==> src/rtl/piso_unit.sv <==
// piso_unit - transmit end of the 8-bit serial shift link.
//
// Takes a WIDTH-bit word over a valid/ready handshake and shifts it out
// MSB first, one bit per clk, with a qualifying valid strobe. The first bit
// sent lands in the top bit of the receiving SIPO, so after WIDTH shifts the
// receiver holds the word in its original bit positions.
//
// Optional feature (macro PISO_PARITY_EN): when defined, one extra cycle
// after data_in[0] carries the even-parity bit (XOR of the accepted word).
// The frame is then WIDTH+1 cycles long, and done/load_ready align to the
// parity cycle. When the macro is undefined, frames are WIDTH cycles long.
//
// Ports:
//   clk          clock, all state updates on posedge
//   rst          synchronous active-high reset
//   data_in      parallel word, sampled only on the accept edge
//   load_valid   upstream presents a word on data_in
//   load_ready   block can accept a word this cycle (combinational)
//   serial_out   registered serial data bit
//   serial_valid registered, high while serial_out carries a frame bit
//   done         registered, one-cycle pulse on the last bit of a frame
//
// state | meaning
// IDLE  | no frame in flight, outputs at 0
// SHIFT | serial_out carries frame bit number cnt

module piso_unit #(
  parameter int WIDTH = 8
) (
  input  logic             clk,
  input  logic             rst,
  input  logic [WIDTH-1:0] data_in,
  input  logic             load_valid,
  output logic             load_ready,
  output logic             serial_out,
  output logic             serial_valid,
  output logic             done
);

`ifdef PISO_PARITY_EN
  localparam int FL = WIDTH + 1;
`else
  localparam int FL = WIDTH;
`endif
  localparam int CW = $clog2(WIDTH + 1);
  localparam logic [CW-1:0] LAST_CNT = CW'(FL - 1);

  typedef enum logic {
    IDLE  = 1'b0,
    SHIFT = 1'b1
  } state_t;

  state_t           state, state_nx;
  logic [WIDTH-1:0] shreg, shreg_nx;
  logic [CW-1:0]    cnt, cnt_nx;
  logic             so_nx, sv_nx, done_nx;
  logic             last, accept;
`ifdef PISO_PARITY_EN
  localparam logic [CW-1:0] DATA_END = CW'(WIDTH - 1);
  logic             par, par_nx;
`endif

  always_comb begin
    last       = (state == SHIFT) && (cnt == LAST_CNT);
    load_ready = !rst && ((state == IDLE) || last);
    accept     = load_valid && load_ready;

    state_nx = state;
    shreg_nx = shreg;
    cnt_nx   = cnt;
    so_nx    = 1'b0;
    sv_nx    = 1'b0;
    done_nx  = 1'b0;
`ifdef PISO_PARITY_EN
    par_nx   = par;
`endif

    if (accept) begin
      state_nx = SHIFT;
      shreg_nx = data_in;
      cnt_nx   = '0;
      so_nx    = data_in[WIDTH-1];
      sv_nx    = 1'b1;
`ifdef PISO_PARITY_EN
      // Parity is frozen at accept so later data_in changes cannot affect it.
      par_nx   = ^data_in;
`endif
    end else if (state == SHIFT && !last) begin
      cnt_nx   = cnt + CW'(1);
      // shreg keeps the bit currently on serial_out at its top; the next bit
      // to present is therefore one position below.
      shreg_nx = shreg << 1;
      sv_nx    = 1'b1;
      done_nx  = ((cnt + CW'(1)) == LAST_CNT);
`ifdef PISO_PARITY_EN
      so_nx    = (cnt == DATA_END) ? par : shreg[WIDTH-2];
`else
      so_nx    = shreg[WIDTH-2];
`endif
    end else if (last) begin
      state_nx = IDLE;
      cnt_nx   = '0;
    end
  end

  always_ff @(posedge clk) begin
    if (rst) begin
      state        <= IDLE;
      shreg        <= '0;
      cnt          <= '0;
      serial_out   <= 1'b0;
      serial_valid <= 1'b0;
      done         <= 1'b0;
`ifdef PISO_PARITY_EN
      par          <= 1'b0;
`endif
    end else begin
      state        <= state_nx;
      shreg        <= shreg_nx;
      cnt          <= cnt_nx;
      serial_out   <= so_nx;
      serial_valid <= sv_nx;
      done         <= done_nx;
`ifdef PISO_PARITY_EN
      par          <= par_nx;
`endif
    end
  end

endmodule

==> config.mk <==
export PLATFORM = sky130hd
export DESIGN_NAME = piso_unit
export DESIGN_NICKNAME = d
export VERILOG_FILES = /design/src/rtl/piso_unit.sv
export SDC_FILE = /design/constraint.sdc
export NUM_CORES = 1
export LEC_CHECK = 0
export CAP_MARGIN = 0
export CORE_ASPECT_RATIO = 0.6
export CORE_UTILIZATION = 30
export CTS_BUF_LIST = sky130_fd_sc_hd__clkbuf_4 sky130_fd_sc_hd__clkbuf_8
export DETAILED_ROUTE_END_ITERATION = 8
export SLEW_MARGIN = 20
export SYNTH_ARGS = -nofsm -noshare
export SYNTH_HDL_FRONTEND = slang
export SYNTH_SLANG_ARGS = --single-unit
==> constraint.sdc <==
create_clock -name clk -period 1.25 [get_ports clk]
set_input_delay 0.25 -clock clk [delete_from_list [all_inputs] [get_ports clk]]
set_output_delay 0.25 -clock clk [all_outputs]
set_load 0.05 [all_outputs]
### Yosys cells after proc, flatten, opt, wreduce, memory -nomap -nowiden

Index checks and enable logic that the tools add are counted.

* register bits: 15
* input port bits: 11
* output and inout bits: 4
* logic and storage cells: 36

* add/sub/neg operators: 1
* equality and inequality tests: 3
* mux-type cells: 11
* bitwise gates (word level): 2
* reduce and logical (&&, ||, !) cells: 13

Operators by type and width (count)
* 7-bit two-way mux: 2
* 4-bit by 3-bit equality test with 1-bit output (second input constant): 2
* 4-bit two-way mux: 2
* 1-bit two-way mux: 7
* 2-bit nonzero test: 3
* 4-bit by 1-bit adder with 4-bit output (second input constant): 1
* 1-bit logical AND: 4
* 3-bit OR reduction: 1
* 1-bit logical NOT: 2
* 2-bit inequality test (second input constant): 1
* 1-bit NOT: 2
* 2-bit AND reduction: 1
* 2-bit OR reduction: 1
* 1-bit logical OR: 1

### Logic depth before layout (Yosys ltp)

Gate-level depths: netlist (run 1).

* depth after elaboration: 7
* depth in mapped cells: 5
* mapped depth without buffers: 4

### Worst setup path before layout (run 1)

OpenSTA, ideal clock, no wires.

* path type: reg-to-reg
* from: reg cnt[0]
* to: reg shreg[0]
* setup time: 0.066 ns
* arrival time: 1.505 ns
* required time: 1.184 ns
* setup slack: -0.321 ns
* cell stages (with the launch flop): 5
* path buffers: 0
* clock period less this slack: 1.571 ns
* path through: dfxtp_1 > ha_1 > nand3b_1 > a21oi_2 > nor2b_1

* cells in the longest elaborated chain, start to end: 6
* elaborated cells between the ends (all ways): 9
* classes of those cells: 1 x eq/ne; 1 x mux; 7 x reduce/logical

RTL lines
* start, declared: line 55 `logic [CW-1:0] cnt, cnt_nx;`
* start signal, assigned: line 120 `cnt <= cnt_nx;`
* 4-bit by 3-bit equality test with 1-bit output (*): line 64 `last = (state == SHIFT) && (cnt == LAST_CNT);`
* 1-bit logical AND (*): line 64
* 1-bit logical OR (*): line 65 `load_ready = !rst && ((state == IDLE) || last);`
* 1-bit logical AND (*): line 65
* named net load_ready: line 34 `output logic load_ready,`
* 1-bit logical AND (*): line 66 `accept = load_valid && load_ready;`
* 7-bit two-way mux / 2-bit nonzero test (equally long branches)
* end signal, assigned: line 119 `shreg <= shreg_nx;`
* end, declared: line 54 `logic [WIDTH-1:0] shreg, shreg_nx;`

Mark *: on every way through the listed nets, which the timed path passes. The rest lies on a longest branch.
A chain may end at the register's enable or synchronous reset.

### Final worst setup path (run 1)

* from: reg cnt[1]
* to: out load_ready

* cells in the longest elaborated chain, start to end: 4

RTL lines (line)
* 4-bit by 3-bit equality test with 1-bit output: 64
* 1-bit logical AND: 64
* 1-bit logical OR: 65
* 1-bit logical AND: 65
* end, declared: 34

No other way between the ends.

==> results of run 1 <==
-- worst max-delay path, delay by kind of cell (launching register included) --
family          cells  cell delay [ps]
simple gates        1              160
compound gates      1              200
fa+ha+maj           1              130
flops               1              350
buf+inv             1              150
-- timing repair --
item / 4_1_cts / 5_1_grt
resized for setup: 4 / 6
setup endpoints to repair: 9 / 10
buffers inserted: 0 / 1
-- metal layers --
layer | track usage, % | vias to the layer above | wire (um)
met4 | 5.00 | 0 | 0
met2 | 25.0 | 13 | 724
li1 | - | 316 | -
met5 | 0 | - | 0
met3 | 5.23 | 0 | 81
met1 | 16.2 | 300 | 751
-- final timing paths --
check,slack (ps),end,cells past startpoint,from
setup / recovery,-250,load_ready,4,cnt[1]
hold / removal,470,serial_out,2,shreg[6]
hold reg to reg,470,serial_out,2,shreg[6]
setup reg to reg,-80,cnt[0],6,cnt[1]
-- power breakdown --
part / total [mW] / internal, mW / switching (mW)
clock network: 0.415 / 0.247 / 0.167
registers: 0.522 / 0.505 / 0.0172
logic: 0.225 / 0.118 / 0.106
total: 1.16 / 0.871 / 0.291
-- through the flow --
step | total power [mW] | hold WS [ps]
5_1_grt | 1.21 | 498
4_1_cts | 1.17 | 470
6_report | 1.16 | 470
3_3_place_gp | 0.735 | 463
2_1_floorplan | 0.635 | 307
3_5_place_dp | 0.738 | 461
-- flip-flops by register name, summed over array words and instances, names as in the netlist --
register,flops
serial_valid,1
shreg,7
serial_out,1
state,1
cnt,4
done,1
-- cell usage in the layout, fill, tap and decap left out, drive strengths merged, types with 2 or more instances in the layout --
cell	netlist	final
a21oi	5	5
dfxtp	15	15
nand2b	2	2
nand3b	2	2
a211oi	6	6
clkdlybuf4s50	0	10
nor2	4	4
clkbuf	1	4
mux2i	7	7
nor3	7	7
nand3	4	4
ha	2	2
buf	3	17
-- synth_stat cells, drive strengths merged --
library cell / instances
nor2: 4
inv: 1
nand3b: 2
a211o: 1
nand4: 1
nand2b: 2
xor2: 1
buf: 3
dfxtp: 15
nor2b: 1
a211oi: 6
clkinv: 1
a21oi: 5
nand2: 1
ha: 2
and3b: 1
clkbuf: 1
a221oi: 1
nor3: 7
nand3: 4
nor3b: 1
o31ai: 1
o211ai: 1
mux2i: 7
xnor2: 1
-- cell type report --
type / count / area (um2)
tap: 30 / 37.5
clock buffer: 4 / 48.8
multi-input combinational: 50 / 419
fill: 216 / 1060
sequential: 15 / 308
inverter: 2 / 7.51
timing repair buffer: 27 / 294
-- cells by family (layout without fill, tap and decap cells) --
group	Yosys count	count (layout)	synth area share, %
AO/OA/AOI/OAI	15	15	16.2
XOR/XNOR	2	2	2.52
adder cells (fa/ha/maj)	2	2	3.60
buffers and inverters	6	33	5.39
flip-flops	15	15	43.2
multiplexers	7	7	10.1
AND/OR/NAND/NOR	24	24	19.1
==> metrics.txt, run 1 <==
# TYPE chip_impl_metric gauge
chip_impl_info{name="top_area_cells_in_the_synthesized_netlist",value="sky130_fd_sc_hd__dfxtp_1 43%, sky130_fd_sc_hd__mux2i_1 10%, sky130_fd_sc_hd__a211oi_1 6.5%"} 1
chip_impl_metric{name="final_core_utilization",unit="%"} 51.1
chip_impl_info{name="status",value="finished with violations"} 1
chip_impl_metric{name="drc_violations",unit=""} 0
chip_impl_metric{name="cp.arrival",unit="ps"} 1250
chip_impl_metric{name="yosys.cell_types.count",unit=""} 27
chip_impl_metric{name="post_synth_inst_count",unit=""} 71
chip_impl_info{name="library_cell_occupying_the_most_area_in_the_post_synthesis_netlist",value="sky130_fd_sc_hd__dfxtp_1"} 1
chip_impl_metric{name="detail_route.wirelength",unit="um"} 1560
chip_impl_metric{name="route.vias.total",unit=""} 629
chip_impl_metric{name="synthesis.nets",unit=""} 84
chip_impl_metric{name="post_dp_cell_area",unit="um2"} 1010
chip_impl_metric{name="drtPass1Iterations",unit=""} 4
chip_impl_info{name="critPathLaunchType",value="flop"} 1
chip_impl_info{name="unrepaired_setup_endpoints_after_global_routing",value="yes"} 1
chip_impl_metric{name="mappedNetlistArea",unit="um2"} 696
chip_impl_metric{name="layout-area-overhead-vs-synth",unit="%"} 60.3
chip_impl_metric{name="placement_rows",unit=""} 13
chip_impl_metric{name="vdd_ir_drop_max",unit="mV"} 0.533
chip_impl_metric{name="hpwl",unit="um"} 1110
chip_impl_info{name="cp_cell_sequence",value="ha_4, nand3b_1, a21oi_4, buf_12"} 1
chip_impl_metric{name="pin_count_of_the_biggest_net_entering_global_routing",unit=""} 10
chip_impl_metric{name="stdcell_area",unit="um2"} 1110
chip_impl_metric{name="floorplan.io_pins",unit=""} 15
chip_impl_metric{name="worst_setup_hold_path_clk_slew",unit="ps"} 60
chip_impl_metric{name="first_global_vias",unit=""} 557
chip_impl_metric{name="report.final.setup_viol",unit=""} 11
chip_impl_metric{name="ys.warnings.count",unit=""} 0
chip_impl_metric{name="hold_fix_buffers_cts",unit=""} 0
chip_impl_metric{name="numnets_final",unit=""} 112
chip_impl_metric{name="initial_core_util",unit="%"} 31.9
chip_impl_info{name="cts-root-buf",value="sky130_fd_sc_hd__clkbuf_8"} 1
chip_impl_metric{name="worstSkewPairLatency",unit="ps"} 250
chip_impl_metric{name="die_area",unit="um2"} 2520
chip_impl_metric{name="die_height",unit="um"} 39.3
chip_impl_metric{name="track_usage",unit="%"} 14.2
chip_impl_metric{name="slew_headroom",unit="%"} 81.8
chip_impl_metric{name="cellLeakagePower",unit="nW"} 0.431
chip_impl_metric{name="placeableCoreArea",unit="um2"} 2180
chip_impl_metric{name="antenna_found_initial",unit=""} 0
chip_impl_metric{name="detail_route.wl_per_cell",unit="um"} 12.2
chip_impl_metric{name="cts_inserted_buffers",unit=""} 3
chip_impl_info{name="hold_path_class",value="reg -> reg"} 1
chip_impl_metric{name="synth.yosys.seq_area_share",unit="%"} 43.2
chip_impl_metric{name="cellPowerDensity",unit="nW/um2"} 1040
chip_impl_metric{name="worst-slew-pin-transition",unit="ps"} 271
chip_impl_info{name="critPathCaptureType",value="primary output"} 1
chip_impl_metric{name="placement.io_buffers",unit=""} 14
chip_impl_info{name="criticalPathCategory",value="reg -> out"} 1
chip_impl_metric{name="finalClockSkew",unit="ps"} 0.962
chip_impl_metric{name="globalRouteOverflowTotal",unit=""} 0
chip_impl_metric{name="timing.final.max_slew_violations",unit=""} 0
chip_impl_metric{name="cp_max_fo",unit=""} 3
chip_impl_metric{name="critPathMaxStageDelay",unit="ps"} 350
chip_impl_metric{name="gpl.final_weighted_congestion",unit=""} 0.720
chip_impl_metric{name="fin_tns_setup",unit="ps"} -619
chip_impl_metric{name="viasPerCell",unit=""} 4.91
chip_impl_metric{name="worst-endpoint-required",unit="ps"} 1000
chip_impl_metric{name="pre_cts_slack",unit="ps"} -57.7
chip_impl_metric{name="ys_ff_latch",unit=""} 15
chip_impl_metric{name="max-cap-violations",unit=""} 0
chip_impl_metric{name="die-width",unit="um"} 64.2
chip_impl_metric{name="yosysTopAreaCellShare",unit="%"} 43.2
chip_impl_metric{name="drt-initial-drc-count",unit=""} 10
chip_impl_metric{name="finalCritPeriodShare",unit="%"} 120
chip_impl_metric{name="num_antenna_cells",unit=""} 0
chip_impl_metric{name="final_cell_count_no_fill",unit=""} 128
chip_impl_metric{name="max_freq",unit="MHz"} 669
chip_impl_metric{name="place_inst",unit=""} 123
chip_impl_info{name="failed_checks",value="setup timing"} 1
chip_impl_info{name="tritoncts",value="yes"} 1
chip_impl_metric{name="grt_first_pass_wirelength",unit="um"} 2510
chip_impl_info{name="timing.critical_path.slowest_stage_cell",value="sky130_fd_sc_hd__dfxtp_4"} 1
chip_impl_metric{name="clock_tree.htree_level_count",unit=""} 1
chip_impl_metric{name="drive_gt1_share",unit="%"} 35.7
chip_impl_metric{name="hold_violations",unit=""} 0
chip_impl_metric{name="synth_area_per_cell",unit="um2"} 9.80
chip_impl_metric{name="period_minus_slack",unit="ps"} 1500
chip_impl_metric{name="fin_ws",unit="ps"} -246
chip_impl_metric{name="drt.antenna.violating_nets",unit=""} 0
chip_impl_metric{name="cts_num_sinks",unit=""} 15
chip_impl_metric{name="clock_path_buffers",unit=""} 2
No activity file was read; power rests on OpenSTA's default activity.
==> run 2, diff against run 1 <==
--- a/config.mk
+++ b/config.mk
@@ -10,7 +10,7 @@
 export CORE_UTILIZATION = 30
 export CTS_BUF_LIST = sky130_fd_sc_hd__clkbuf_4 sky130_fd_sc_hd__clkbuf_8
 export DETAILED_ROUTE_END_ITERATION = 8
-export SLEW_MARGIN = 20
+export SLEW_MARGIN = 15
 export SYNTH_ARGS = -nofsm -noshare
 export SYNTH_HDL_FRONTEND = slang
 export SYNTH_SLANG_ARGS = --single-unit
==> constraint.sdc (replaced) <==
create_clock -name clk -period 1.25 [get_ports clk]
set_input_delay 0.25 -clock clk [delete_from_list [all_inputs] [get_ports clk]]
set_output_delay 0.25 -clock clk [all_outputs]
set_load 0.02 [all_outputs]
==> run 2 against run 1 <==
  * The run still ends with setup timing left
  * Highest routed layer is now met4
  * Clock power decreased by 5%
  * Global-route usage grew 1.1 points
  * Routed wire length grew 7.8%
  * Utilization shrank 0.63 points
  * Critical endpoint unchanged
  * First-iteration DRC count increased to 3.0 times the previous value
  * Critical path depth unchanged
  * Clock-buffer cell count fell by 1
  * Combinational power shrank 12%
  * Via count grew 3.8%
  * Non-clock buffer count fell by 2
==> metrics.txt, run 2 (synthesis results as in run 1) <==
# TYPE chip_impl_metric gauge
chip_impl_metric{name="clock_tree.htree_level_count",unit=""} 1
chip_impl_metric{name="antenna_found_initial",unit=""} 0
chip_impl_metric{name="critPathMaxStageDelay",unit="ps"} 350
chip_impl_metric{name="worst_setup_hold_path_clk_slew",unit="ps"} 60
chip_impl_metric{name="multi_input_comb_area",unit="um2"} 460
chip_impl_metric{name="placement.io_buffers",unit=""} 14
chip_impl_info{name="criticalPathCategory",value="reg -> out"} 1
chip_impl_metric{name="globalRouteOverflowTotal",unit=""} 0
chip_impl_metric{name="pin_count_of_the_biggest_net_entering_global_routing",unit=""} 16
chip_impl_metric{name="slew_headroom",unit="%"} 83.9
chip_impl_metric{name="detail_route.wl_per_cell",unit="um"} 13.3
chip_impl_metric{name="final_core_utilization",unit="%"} 50.5
chip_impl_metric{name="die_area",unit="um2"} 2520
chip_impl_metric{name="hpwl",unit="um"} 1130
chip_impl_metric{name="placeableCoreArea",unit="um2"} 2180
chip_impl_metric{name="track_usage",unit="%"} 15.3
chip_impl_metric{name="holdWs",unit="ps"} 476
chip_impl_metric{name="die_height",unit="um"} 39.3
chip_impl_metric{name="drc_violations",unit=""} 0
chip_impl_metric{name="drt.antenna.violating_nets",unit=""} 0
chip_impl_metric{name="vdd_ir_drop_max",unit="mV"} 0.416
chip_impl_metric{name="hold_violations",unit=""} 0
chip_impl_metric{name="grt_first_pass_wirelength",unit="um"} 2680
chip_impl_metric{name="report.final.setup_viol",unit=""} 11
chip_impl_metric{name="cellLeakagePower",unit="nW"} 0.422
chip_impl_metric{name="finalCritPeriodShare",unit="%"} 115
chip_impl_info{name="crit_start",value="cnt[0]"} 1
chip_impl_metric{name="max_freq",unit="MHz"} 699
chip_impl_metric{name="die-width",unit="um"} 64.2
chip_impl_info{name="mostFrequentLayoutCell",value="sky130_fd_sc_hd__dfxtp_1"} 1
chip_impl_info{name="critPathLaunchType",value="flop"} 1
chip_impl_info{name="tritoncts",value="yes"} 1
chip_impl_metric{name="fin_ws",unit="ps"} -182
chip_impl_info{name="largest_registers",value="shreg: 7 flops, cnt: 4 flops"} 1
chip_impl_metric{name="cp_max_fo",unit=""} 2
chip_impl_info{name="critPathCaptureType",value="primary output"} 1
chip_impl_info{name="most-common-layout-cells",value="13 x sky130_fd_sc_hd__dfxtp_1, 10 x sky130_fd_sc_hd__clkdlybuf4s50_1, 7 x sky130_fd_sc_hd__mux2i_1, 7 x sky130_fd_sc_hd__buf_4, 5 x sky130_fd_sc_hd__nor3_2"} 1
chip_impl_metric{name="cellPowerDensity",unit="nW/um2"} 1020
chip_impl_metric{name="numnets_final",unit=""} 110
chip_impl_info{name="unrepaired_setup_endpoints_after_global_routing",value="yes"} 1
chip_impl_info{name="cts-root-buf",value="sky130_fd_sc_hd__clkbuf_8"} 1
chip_impl_info{name="cp_cell_sequence",value="ha_4, nand3b_1, a21oi_4, buf_6"} 1
chip_impl_metric{name="cts_num_sinks",unit=""} 15
chip_impl_metric{name="route.vias.total",unit=""} 653
chip_impl_metric{name="floorplan.io_pins",unit=""} 15
chip_impl_metric{name="cp.arrival",unit="ps"} 1180
chip_impl_metric{name="first_global_vias",unit=""} 571
chip_impl_metric{name="worstSkewPairLatency",unit="ps"} 250
chip_impl_metric{name="worst-slew-pin-transition",unit="ps"} 242
chip_impl_metric{name="largest_register_ff_count",unit=""} 7
chip_impl_metric{name="clock_path_buffers",unit=""} 2
chip_impl_metric{name="num-fill-cells",unit=""} 201
chip_impl_metric{name="drt-initial-drc-count",unit=""} 30
chip_impl_info{name="min-delay-start",value="shreg[6]"} 1
chip_impl_metric{name="drive_gt1_share",unit="%"} 37.5
chip_impl_metric{name="num_antenna_cells",unit=""} 0
chip_impl_info{name="hold_path_class",value="reg -> reg"} 1
chip_impl_metric{name="hold_fix_buffers_cts",unit=""} 0
chip_impl_info{name="failed_checks",value="setup timing"} 1
chip_impl_metric{name="drtPass1Iterations",unit=""} 4
chip_impl_metric{name="layout-area-overhead-vs-synth",unit="%"} 58.3
chip_impl_metric{name="max-cap-violations",unit=""} 0
chip_impl_metric{name="viasPerCell",unit=""} 5.18
chip_impl_metric{name="period_minus_slack",unit="ps"} 1430
chip_impl_metric{name="cts_inserted_buffers",unit=""} 3
chip_impl_metric{name="timing.final.max_slew_violations",unit=""} 0
chip_impl_metric{name="detail_route.wirelength",unit="um"} 1680
chip_impl_metric{name="finalClockSkew",unit="ps"} 5.06
chip_impl_metric{name="gpl.final_weighted_congestion",unit=""} 0.753
chip_impl_info{name="top_register",value="shreg"} 1
chip_impl_metric{name="initial_core_util",unit="%"} 31.9
chip_impl_metric{name="placement_rows",unit=""} 13
chip_impl_info{name="reg2reg_from",value="cnt[0]"} 1
chip_impl_metric{name="worst-endpoint-required",unit="ps"} 1000
chip_impl_info{name="timing.critical_path.slowest_stage_cell",value="sky130_fd_sc_hd__dfxtp_2"} 1
chip_impl_info{name="status",value="finished with violations"} 1
chip_impl_metric{name="seqCellArea",unit="um2"} 303
## run 2: changes by cell type in the layout (fill, tap and decap cells not counted), moves of 2 or more
cell / before / now
sky130_fd_sc_hd__dfxtp_4: 2 / 0
sky130_fd_sc_hd__nor3_2: 0 / 5
sky130_fd_sc_hd__nor3_1: 7 / 1
sky130_fd_sc_hd__dfxtp_2: 0 / 2
sky130_fd_sc_hd__a211oi_2: 6 / 4
sky130_fd_sc_hd__buf_12: 5 / 1
sky130_fd_sc_hd__a211oi_1: 0 / 2
sky130_fd_sc_hd__buf_6: 1 / 4
sky130_fd_sc_hd__buf_4: 11 / 7
sky130_fd_sc_hd__dlygate4sd2_1: 0 / 3
## run 2: where the power goes
part / switching, mW / total, mW / internal [mW] / leakage (nW)
clock network: 0.175 / 0.396 / 0.221 / 0.0255
registers: 0.0207 / 0.528 / 0.508 / 0.124
logic: 0.0926 / 0.197 / 0.105 / 0.272
total: 0.288 / 1.12 / 0.833 / 0.422
## run 2: critical path, delay by kind of cell, from the launching register on
kind | cells | cell delay, ps
flip-flops | 1 | 350
buffers and inverters | 1 | 130
adder cells (fa/ha/maj) | 1 | 140
AO/OA/AOI/OAI | 1 | 170
AND/OR/NAND/NOR | 1 | 140
## run 2: per-layer routing
| metal | share of wire [%] | routed length (um) | GRT usage, % | vias up |
|---|---|---|---|---|
| met5 | 0 | 0 | 0 | - |
| met4 | 1.5 | 26 | 6.11 | 0 |
| met3 | 7.0 | 117 | 6.40 | 5 |
| met2 | 46 | 780 | 23.9 | 22 |
| met1 | 45 | 754 | 18.8 | 317 |
| li1 | - | - | - | 309 |
## run 2: final cells by class
class                           instances  share of cell area (%)
Clock inverter                          1                   0.455
Multi-Input combinational cell         50                    41.8
Clock buffer                            3                    3.75
Tap cell                               30                    3.41
Inverter                                2                   0.909
Timing Repair Buffer                   25                    22.2
Sequential cell                        15                    27.5
## run 2: repair_timing
action,4_1_cts,5_1_grt
gates resized for setup,17,15
setup endpoints to repair,11,9
endpoints found under the hold margin,0,0
pin swaps,3,10
setup buffers,1,2
## run 2: final timing paths
path / end / slack (ps) / cells past startpoint
setup / recovery: load_ready / -180 / 4
hold / removal: serial_out / 480 / 2
setup reg to reg: serial_out / -150 / 6
hold reg to reg: serial_out / 480 / 2
## run 2: per-stage QoR
step	TNS [ps]	total power [mW]	area [um2]	cells	worst slack, ps
after detailed placement	-1320	0.703	935	120	-472
after CTS	-224	1.12	1020	124	-217
after global placement	-1190	0.699	935	120	-484
after global routing	-1430	1.18	1100	126	-230
final	-902	1.12	1100	126	-182
after floorplan	0	0.621	707	71	1.11
==> run 3, diff against run 2 <==
--- a/config.mk
+++ b/config.mk
@@ -5,10 +5,11 @@
 export SDC_FILE = /design/constraint.sdc
 export NUM_CORES = 1
 export LEC_CHECK = 0
+export ABC_AREA = 1
 export CAP_MARGIN = 0
 export CORE_ASPECT_RATIO = 0.6
 export CORE_UTILIZATION = 30
-export CTS_BUF_LIST = sky130_fd_sc_hd__clkbuf_4 sky130_fd_sc_hd__clkbuf_8
+export CTS_BUF_LIST = sky130_fd_sc_hd__clkbuf_8
 export DETAILED_ROUTE_END_ITERATION = 8
 export SLEW_MARGIN = 15
 export SYNTH_ARGS = -nofsm -noshare
==> run 3 against run 2 <==
  * The run still ends with setup timing left
  * Synthesized cell count rose by 35%
  * Die area increased by 12%
  * Utilization is 3.4 points lower
  * Combinational power down 4%
  * Worst hold slack got worse by 15 ps
  * Critical path depth grew 2
  * Via count grew 7.0%
  * Cell count rose by 20%
  * Maximum frequency is 3.2% higher
  * Sequential share of layout area rose by 0.35 points
==> metrics.txt, run 3 <==
# TYPE chip_impl_metric gauge
chip_impl_metric{name="placement.io_buffers",unit=""} 14
chip_impl_metric{name="cp_max_fo",unit=""} 2
chip_impl_info{name="cts-root-buf",value="sky130_fd_sc_hd__clkbuf_8"} 1
chip_impl_metric{name="worst_setup_hold_path_clk_slew",unit="ps"} 60
chip_impl_info{name="critPathLaunchType",value="flop"} 1
chip_impl_metric{name="vdd_ir_drop_max",unit="mV"} 0.528
chip_impl_metric{name="synth-xor-area-share",unit="%"} 2.23
chip_impl_metric{name="placeableCoreArea",unit="um2"} 2310
chip_impl_metric{name="floorplan.io_pins",unit=""} 15
chip_impl_metric{name="post_synth_inst_count",unit=""} 96
chip_impl_metric{name="finalClockSkew",unit="ps"} 4.62
chip_impl_metric{name="worst-slew-pin-transition",unit="ps"} 261
chip_impl_metric{name="globalRouteOverflowTotal",unit=""} 0
chip_impl_info{name="tritoncts",value="yes"} 1
chip_impl_metric{name="post_cts.repair.setup_buffers",unit=""} 0
chip_impl_metric{name="stdcell_area",unit="um2"} 1090
chip_impl_metric{name="detail_route.wirelength",unit="um"} 1680
chip_impl_metric{name="timing.reg2reg.worst_path_depth",unit=""} 9
chip_impl_metric{name="fin_ws",unit="ps"} -137
chip_impl_metric{name="max_freq",unit="MHz"} 721
chip_impl_metric{name="ys_ff_latch",unit=""} 15
chip_impl_metric{name="die-width",unit="um"} 68.1
chip_impl_metric{name="timing.final.max_slew_violations",unit=""} 0
chip_impl_info{name="most-common-layout-cells",value="15 x sky130_fd_sc_hd__nand2_1, 13 x sky130_fd_sc_hd__inv_1, 13 x sky130_fd_sc_hd__dfxtp_1"} 1
chip_impl_metric{name="hold_fix_buffers_cts",unit=""} 0
chip_impl_info{name="largest_registers",value="shreg: 7 flops, cnt: 4 flops"} 1
chip_impl_metric{name="hold_violations",unit=""} 0
chip_impl_metric{name="post_dp_cell_area",unit="um2"} 1030
chip_impl_metric{name="worst-endpoint-required",unit="ps"} 1000
chip_impl_metric{name="cts_inserted_buffers",unit=""} 3
chip_impl_metric{name="final_core_utilization",unit="%"} 47.1
chip_impl_metric{name="hpwl",unit="um"} 1190
chip_impl_metric{name="cellPowerDensity",unit="nW/um2"} 1000
chip_impl_info{name="failed_checks",value="setup timing"} 1
chip_impl_metric{name="num-fill-cells",unit=""} 229
chip_impl_metric{name="drive_gt1_share",unit="%"} 26.4
chip_impl_info{name="criticalPathCategory",value="reg -> out"} 1
chip_impl_metric{name="max-cap-violations",unit=""} 0
chip_impl_metric{name="ys_async_sr_fraction",unit="%"} 0
chip_impl_info{name="combinational_family_with_the_most_area_after_synthesis",value="simple AND/OR/NAND/NOR gates"} 1
chip_impl_info{name="regToRegEndpoint",value="cnt[3]"} 1
chip_impl_metric{name="fraction_of_the_mapped_netlist_area_in_adder_cells",unit="%"} 3.18
chip_impl_metric{name="grt_first_pass_wirelength",unit="um"} 3020
chip_impl_metric{name="die_height",unit="um"} 41.6
chip_impl_info{name="unrepaired_setup_endpoints_after_global_routing",value="yes"} 1
chip_impl_metric{name="placement_rows",unit=""} 13
chip_impl_metric{name="synth-compound-area-share",unit="%"} 10.8
chip_impl_metric{name="synth.yosys.seq_area_share",unit="%"} 38.2
chip_impl_info{name="primary_flip_flop_cell_chosen_by_synthesis_mapping",value="sky130_fd_sc_hd__dfxtp_1"} 1
chip_impl_metric{name="initial_core_util",unit="%"} 34.0
chip_impl_metric{name="finalCritPeriodShare",unit="%"} 111
chip_impl_metric{name="synthesis.nets",unit=""} 109
chip_impl_metric{name="antenna_found_initial",unit=""} 0
chip_impl_metric{name="period_minus_slack",unit="ps"} 1390
chip_impl_metric{name="report.power.total",unit="mW"} 1.09
chip_impl_metric{name="first_global_vias",unit=""} 655
chip_impl_info{name="top_area_cells_in_the_synthesized_netlist",value="sky130_fd_sc_hd__dfxtp_1 38%, sky130_fd_sc_hd__nand2_1 7.2%, sky130_fd_sc_hd__nand4_1 6.4%"} 1
chip_impl_info{name="crit_start",value="cnt[0]"} 1
chip_impl_metric{name="num_antenna_cells",unit=""} 0
chip_impl_metric{name="clock_path_buffers",unit=""} 2
chip_impl_metric{name="viasPerCell",unit=""} 4.63
chip_impl_metric{name="worstSkewPairLatency",unit="ps"} 250
chip_impl_metric{name="track_usage",unit="%"} 14.8
chip_impl_info{name="status",value="finished with violations"} 1
chip_impl_metric{name="gpl.final_weighted_congestion",unit=""} 0.780
chip_impl_info{name="library_cell_occupying_the_most_area_in_the_post_synthesis_netlist",value="sky130_fd_sc_hd__dfxtp_1"} 1
chip_impl_metric{name="synth_area_per_cell",unit="um2"} 8.18
chip_impl_info{name="reg2reg_from",value="cnt[0]"} 1
chip_impl_info{name="mostFrequentLayoutCell",value="sky130_fd_sc_hd__nand2_1"} 1
chip_impl_metric{name="route.vias.total",unit=""} 699
chip_impl_metric{name="numnets_final",unit=""} 135
chip_impl_metric{name="cp.arrival",unit="ps"} 1140
chip_impl_metric{name="yosys.cell_types.count",unit=""} 23
chip_impl_metric{name="clock_tree.htree_level_count",unit=""} 1
chip_impl_metric{name="slew_headroom",unit="%"} 82.6
chip_impl_metric{name="report.final.setup_viol",unit=""} 2
chip_impl_metric{name="drtPass1Iterations",unit=""} 5
chip_impl_info{name="top_register",value="shreg"} 1
chip_impl_metric{name="largest_register_ff_count",unit=""} 7
chip_impl_metric{name="mappedNetlistArea",unit="um2"} 786
chip_impl_metric{name="die_area",unit="um2"} 2830
chip_impl_metric{name="cts_num_sinks",unit=""} 15
chip_impl_metric{name="synthMuxAreaShare",unit="%"} 0
chip_impl_metric{name="detail_route.wl_per_cell",unit="um"} 11.2
chip_impl_info{name="ys_top_cells_by_count",value="15 x sky130_fd_sc_hd__dfxtp_1, 15 x sky130_fd_sc_hd__nand2_1, 12 x sky130_fd_sc_hd__inv_1"} 1
chip_impl_metric{name="cellLeakagePower",unit="nW"} 0.503
chip_impl_metric{name="drt.antenna.violating_nets",unit=""} 0
chip_impl_info{name="hold_path_class",value="in -> reg"} 1
chip_impl_metric{name="drc_violations",unit=""} 0
chip_impl_metric{name="layout-area-overhead-vs-synth",unit="%"} 38.4
chip_impl_metric{name="drt-initial-drc-count",unit=""} 30
chip_impl_metric{name="reg2reg_setup_slack",unit="ps"} -20
chip_impl_info{name="crit_path_end",value="load_ready"} 1
chip_impl_metric{name="yosysTopAreaCellShare",unit="%"} 38.2
chip_impl_metric{name="post_synth_and_or_nand_nor_area_fraction",unit="%"} 31.7
chip_impl_metric{name="fin_tns_setup",unit="ps"} -153
chip_impl_metric{name="ys.warnings.count",unit=""} 0
chip_impl_metric{name="edff_count_synth",unit=""} 0
chip_impl_info{name="critPathCaptureType",value="primary output"} 1
chip_impl_metric{name="pin_count_of_the_biggest_net_entering_global_routing",unit=""} 20
[run 3: routing by layer]
metal  global-route usage (%)  part of all wire (%)  vias to the layer above
li1                         -                     -                      371
met1                     20.8                    53                      305
met2                     19.0                    39                       18
met3                     5.77                   5.9                        5
met4                     7.50                   2.2                        0
met5                        0                     0                        -
[run 3: worst min-delay path by stage]
stage,endpoint,startpoint,cells past startpoint
global route,shreg[0],rst,3
finish,shreg[0],rst,3
global placement,serial_out,shreg[6],2
CTS,serial_out,shreg[6],2
detailed placement,serial_out,shreg[6],2
floorplan,serial_out,data_in[7],2
[run 3: worst max-delay path, cell delays in order (launching register included)]
cell and delay [ps]:
sky130_fd_sc_hd__dfxtp_2 350, sky130_fd_sc_hd__ha_4 150, sky130_fd_sc_hd__nand3_4 80, sky130_fd_sc_hd__nand2_4 90, sky130_fd_sc_hd__inv_6 40, sky130_fd_sc_hd__nor2_4 70, sky130_fd_sc_hd__buf_6 120
[run 3: cell type report]
cell class | instances | area, um2 | share of cell area [%]
clock buffer | 3 | 41.3 | 3.80
clock inverter | 1 | 3.75 | 0.345
inverter | 14 | 60.1 | 5.52
multi-input combinational | 62 | 404 | 37.2
sequential | 15 | 303 | 27.8
tap | 30 | 37.5 | 3.45
timing repair buffer | 26 | 238 | 21.9
[run 3: cell families (layout without fill, tap and decap cells)]
| family | Yosys count | count (layout) |
|---|---|---|
| simple gates | 44 | 44 |
| buf+inv | 19 | 44 |
| flops | 15 | 15 |
| compound gates | 14 | 14 |
| fa+ha+maj | 2 | 2 |
| xor+xnor | 2 | 2 |
[run 3: repair_timing]
action	4_1_cts	5_1_grt
resized for setup	10	3
endpoints found under the setup margin	15	14
cloned	0	0
pin swaps	3	1
[run 3: report_power, final]
group          switching (mW)  internal, mW  leakage (nW)
clock                   0.174         0.218        0.0269
sequential             0.0124         0.499         0.123
combinational          0.0996        0.0896         0.352
total                   0.286         0.806         0.503
[run 3: stage by stage]
step                      setup WS [ps]  hold WS, ps  instances
after floorplan                    8.34          417         96
after global placement             -423          460        147
after detailed placement           -428          457        147
after CTS                          -160          468        151
after global routing               -189          493        151
final                              -137          461        151
